File: config.mk
export PLATFORM = sky130hd
export DESIGN_NAME = level_sequencer
export DESIGN_NICKNAME = d
export VERILOG_FILES = /design/src/rtl/level_pkg.sv /design/src/rtl/level_sequencer_btn_edge.sv /design/src/rtl/level_sequencer.sv
export SDC_FILE = /design/constraint.sdc
export NUM_CORES = 1
export LEC_CHECK = 0
export ABC_AREA = 1
export ABC_CLOCK_PERIOD_IN_PS = 1700
export BUFFER_PORTS_ARGS = -buffer_cell sky130_fd_sc_hd__buf_2
export CAP_MARGIN = 20
export CORE_ASPECT_RATIO = 1.75
export CORE_MARGIN = 10
export CORE_UTILIZATION = 37
export CTS_BUF_LIST = sky130_fd_sc_hd__clkbuf_2 sky130_fd_sc_hd__clkbuf_4 sky130_fd_sc_hd__clkbuf_8
export CTS_CLUSTER_DIAMETER = 120
export DETAILED_ROUTE_END_ITERATION = 10
export PLACE_DENSITY_LB_ADDON = 0.25
export SLEW_MARGIN = 20
export SYNTH_ARGS = -nofsm -noshare
export SYNTH_HDL_FRONTEND = slang
export SYNTH_SLANG_ARGS = --single-unit
File: constraint.sdc
create_clock -name clk -period 1.7 [get_ports clk]
set_input_delay 0.17 -clock clk [delete_from_list [all_inputs] [get_ports clk]]
set_output_delay 0.17 -clock clk [all_outputs]
set_load 0.01 [all_outputs]
File: src/rtl/level_pkg.sv
// ============================================================================
// level_pkg : shared types and constants for the level sequencer slice
// Revision  : 1.0 - initial release
// ============================================================================
`default_nettype none

package level_pkg;

  typedef enum logic [0:0] {
    IDLE = 1'b0,
    ARM  = 1'b1
  } state_t;

  localparam int                  LEVEL_W           = 3;
  localparam logic [LEVEL_W-1:0]  MAX_LEVEL         = 3'd7;
  localparam int                  DEF_BLINK_HALF    = 25_000_000;
  localparam int                  DEF_ARM_TOGGLES   = 6;

endpackage

`default_nettype wire

File: src/rtl/level_sequencer_btn_edge.sv
// ============================================================================
// btn_edge : two-flop synchronizer followed by a rising-edge pulse generator
// Revision : 1.0 - initial release
// ============================================================================
`default_nettype none

module btn_edge (
  input  logic clk,
  input  logic reset,
  input  logic btn,
  output logic pulse
);

  logic sync_a;
  logic sync_b;
  logic sync_prev;

  always_ff @(posedge clk) begin
    if (reset) begin
      sync_a    <= 1'b0;
      sync_b    <= 1'b0;
      sync_prev <= 1'b0;
    end else begin
      sync_a    <= btn;
      sync_b    <= sync_a;
      sync_prev <= sync_b;
    end
  end

  // Decoded from flops only, so a button never reaches an output combinationally.
  assign pulse = sync_b & ~sync_prev;

endmodule

`default_nettype wire

File: src/rtl/level_sequencer.sv
// ============================================================================
// level_sequencer : add/remove buttons to a 3-bit level with a blinking
//                   confirmation window before each increment commits
// Revision        : 1.0 - initial release
// ============================================================================
`default_nettype none

module level_sequencer
  import level_pkg::*;
#(
  parameter int BLINK_HALF  = DEF_BLINK_HALF,
  parameter int ARM_TOGGLES = DEF_ARM_TOGGLES
) (
  input  logic               clk,
  input  logic               reset,
  input  logic               btn_inc,
  input  logic               btn_dec,
  output logic [LEVEL_W-1:0] count,
  output logic               blink,
  output logic               full,
  output logic               busy
);

  localparam int                 TIMER_W    = $clog2(BLINK_HALF);
  localparam int                 TOG_W      = $clog2(ARM_TOGGLES + 1);
  localparam logic [TIMER_W-1:0] TIMER_LAST = TIMER_W'(BLINK_HALF - 1);
  localparam logic [TOG_W-1:0]   TOG_LAST   = TOG_W'(ARM_TOGGLES - 1);

  logic inc_req;
  logic dec_req;

  btn_edge u_inc_edge (
    .clk   (clk),
    .reset (reset),
    .btn   (btn_inc),
    .pulse (inc_req)
  );

  btn_edge u_dec_edge (
    .clk   (clk),
    .reset (reset),
    .btn   (btn_dec),
    .pulse (dec_req)
  );

  state_t             state,   state_n;
  logic [TIMER_W-1:0] timer,   timer_n;
  logic [TOG_W-1:0]   toggles, toggles_n;
  logic [LEVEL_W-1:0] count_n;
  logic               blink_n;

  always_ff @(posedge clk) begin
    if (reset) begin
      state   <= IDLE;
      timer   <= '0;
      toggles <= '0;
      count   <= '0;
      blink   <= 1'b0;
    end else begin
      state   <= state_n;
      timer   <= timer_n;
      toggles <= toggles_n;
      count   <= count_n;
      blink   <= blink_n;
    end
  end

  always_comb begin
    state_n   = state;
    timer_n   = timer;
    toggles_n = toggles;
    count_n   = count;
    blink_n   = blink;
    case (state)
      IDLE: begin
        if (inc_req && !dec_req && count != MAX_LEVEL) begin
          state_n   = ARM;
          blink_n   = 1'b1;
          timer_n   = '0;
          toggles_n = '0;
        end else if (dec_req && !inc_req && count != '0) begin
          count_n = count - LEVEL_W'(1);
        end
      end
      ARM: begin
        // A remove anywhere in the window, including the commit cycle, cancels.
        if (dec_req) begin
          state_n   = IDLE;
          blink_n   = 1'b0;
          timer_n   = '0;
          toggles_n = '0;
        end else if (timer == TIMER_LAST) begin
          timer_n = '0;
          if (toggles == TOG_LAST) begin
            state_n   = IDLE;
            blink_n   = 1'b0;
            toggles_n = '0;
            count_n   = count + LEVEL_W'(1);
          end else begin
            blink_n   = ~blink;
            toggles_n = toggles + TOG_W'(1);
          end
        end else begin
          timer_n = timer + TIMER_W'(1);
        end
      end
      default: begin
        state_n = IDLE;
        blink_n = 1'b0;
      end
    endcase
  end

  assign full = (count == MAX_LEVEL);
  assign busy = (state == ARM);

endmodule

`default_nettype wire

==> reports/qor.yml <==
worst_setup_path:
  critPathMaxStageDelay_ps: 350
  path_common_cell: "nand2_1"
  cp.required_ps: 1880
  crit_type: "flip-flop to flip-flop"
  crit_path_top_delay_cell: "dfxtp_2"
  arrival_ps: 1700
  cp_cell_sequence: "ha_2 -> nand2_1 -> nor2_2 -> nand2_1 -> nor2_4 -> nand2_1 -> o21ai_0 -> a21oi_1"
  path_delay_family: "simple AND/OR/NAND/NOR gates"
  endpoint_kind: "flip-flop"
  critPathBufInv: 0
  crit_path_start_kind: "flip-flop"
  timing.critical_path.fanout_max: 4
logic_synthesis:
  syn-cell-area_um2: 2168
  synth_area_leaders: "dfxtp_1 (36%), nand2_1 (13%), inv_1 (8.5%)"
  synth_warnings: 0
  syn_inst: 322
  synth.distinct_cells: 29
  avgSynthCellArea_um2: 6.734
  seq_area_frac_synth_pct: 36.01
  yosysTopAreaCell: "dfxtp_1"
  syn_nets: 328
  synth_seq_cells: 39
  netlist.area_leader.share_pct: 36.01
outcome:
  status: "finished clean"
finish:
  syn_to_final_growth_pct: 14.37
  fin_cells: 422
  area.sequential_um2: 784.5
  drive_above_1_share_pct: 18.21
  multi_input_area_um2: 1182
  antenna_cells: 0
  final_nets: 352
  nFillCells: 619
power:
  ir_drop_mv: 0.4207
  powerDensity_nw_per_um2: 685.8
  p_leak_nw: 0.9831
  power_w: 0.001701
placed_design:
  io_buffers: 9
  place_hpwl_mm: 3.993
  place_inst: 415
  preCtsSetupSlack_ps: 93.60
  gp_congestion: 0.8542
die:
  die_h_um: 121.3
  die-area_um2: 9443
  fp.coreArea_um2: 5630
  fp.dieW_um: 77.87
  ioPinCount: 10
  start_util_pct: 38.51
  rows: 36
cts:
  clk_pin_slew_ps: 70
  worst_skew_pair.late_latency_ps: 290
  clock-sinks: 39
  cts_setup_buffers: 0
  cts_buffers: 5
  cts_tree: "yes"
  cts-htree-levels: 2
  cts_hold_buf: 0
  clock_path_buffers: 2
  clockRootBuffer: "clkbuf_8"
drt:
  wirelength_mm: 5.065
  drt-pass1-iter-count: 5
  vias: 2015
  avgRoutedWirePerCell_um: 12.00
  ant_nets: 0
  drc: 0
  drtIter0Drc: 78
  viasPerCell: 4.775
global_route:
  antenna_found_initial: 0
  grt_pass1_wl_mm: 8.811
  grt_max_degree: 20
  track_usage_pct: 11.44
  first_global_vias: 2084
  grt_use_met2_pct: 22.60
  globalRouteMet1Util_pct: 10.32
  grt-busiest-layer: "met2"
  grt_use_met3_pct: 2.300
  overflow: 0
sta:
  max_freq_mhz: 661.5
  fin_setup_tns_ps: 0
  relSlewSlack_pct: 55.29
  hold_viol_final: 0
  worstMarginPinSlew_ps: 664.9
  grt_setup_unrepaired: "no"
  setup-violations-final: 0
  fin_crit_sh_pct: 88.93
  fin_skew_ps: 5.536
  final-max-slew-violation-count: 0
  fin_ws_ps: 188.3
  period_needed_ps: 1512
hold_path:
  min_path_type: "primary input to flip-flop"
job:
  cap_violations: 0
[where the power goes]
group / total (W) / leakage [nW] / internal (W) / switching [W]
registers: 0.000934 / 0.317 / 0.000926 / 0.00000780
clock network: 0.000644 / 0.0470 / 0.000319 / 0.000325
logic: 0.000123 / 0.619 / 0.0000410 / 0.0000822
total: 0.00170 / 0.983 / 0.00129 / 0.000415
[cell type report]
cell class	count	share of cell area (%)
inverter	50	7.568
tap	76	3.835
clock buffer	6	3.330
timing repair buffer	22	5.752
sequential	39	31.63
multi-input combinational	228	47.68
clock inverter	1	0.2018
[cells in the mapped netlist (all sizes together)]
master / instances
o21a: 1
nand3b: 2
inv: 50
dfxtp: 39
nor2: 56
nand4: 5
nand3: 29
a31oi: 1
buf: 3
o31ai: 2
or2: 1
xnor2: 1
o21ai: 11
ha: 1
fa: 1
a21oi: 17
xor2: 12
nor3: 5
nand2: 83
clkbuf: 2
[tightest hold or removal path, delay by kind of cell]
kind	cells	cell delay (ps)
buf+inv	2	130
simple gates	1	30
[logic make-up after synthesis]
logic type,synth area share (%)
and+or+nand+nor,38.43
buffers and inverters,10.50
AOI/OAI and AO/OA,8.310
DFF,36.01
adders and majority gates,1.500
xor gates and xnor gates,5.251
[state kept, by name, indices dropped and copies added, names as in the netlist]
name and cells:
u_dec_edge.sync_a 1, u_inc_edge.sync_prev 1, toggles 3, u_inc_edge.sync_b 1, u_dec_edge.sync_prev 1, busy 1, u_dec_edge.sync_b 1, count 3
timer 25, blink 1, u_inc_edge.sync_a 1
[timing repair]
action                                  in CTS  in global routing
endpoints found under the hold margin        0                  0
gates resized for setup                      0                  9
endpoints found under the setup margin       0                 23
[final timing paths]
| kind | startpoint | to | slack [ps] | cells after the start |
|---|---|---|---|---|
| min | btn_dec | u_dec_edge.sync_a | 80 | 3 |
| min reg2reg | u_dec_edge.sync_a | u_dec_edge.sync_b | 410 | 2 |
| max | timer[0] | timer[12] | 190 | 8 |
| max reg2reg | timer[0] | timer[12] | 190 | 8 |
[metal layers]
layer | part of all wire, % | wire [um] | vias to the layer above
li1 | - | - | 1046
met1 | 38 | 1945 | 928
met2 | 56 | 2824 | 30
met3 | 3.0 | 150 | 11
met4 | 2.9 | 146 | 0
met5 | 0 | 0 | -
[cell usage in the layout (no fill, tap or decap), types with 2 or more instances in the layout]
master,Yosys,final
a21oi_1,16,16
buf_2,1,9
buf_4,1,13
clkbuf_8,0,6
dfxtp_1,39,36
dfxtp_2,0,3
inv_1,49,49
nand2_1,76,75
nand2_2,4,4
nand2_4,2,3
nand3_1,29,29
nand3b_1,2,2
nand4_1,5,5
nor2_1,39,38
nor2_2,17,16
nor2_4,0,2
nor3_1,4,4
o21ai_0,11,11
o31ai_1,2,2
xor2_1,12,12
[stage by stage]
step | area [um2] | hold WS, ps | util [%]
after floorplan | 2168 | 277.0 | -
after global placement | 2366 | 374.6 | 42.02
after detailed placement | 2366 | 383.5 | 42.02
after CTS | 2454 | 69.32 | 43.58
after global routing | 2480 | 71.40 | 44.04
final | 2480 | 77.87 | 44.04
Power figures use the tool's default switching activity.
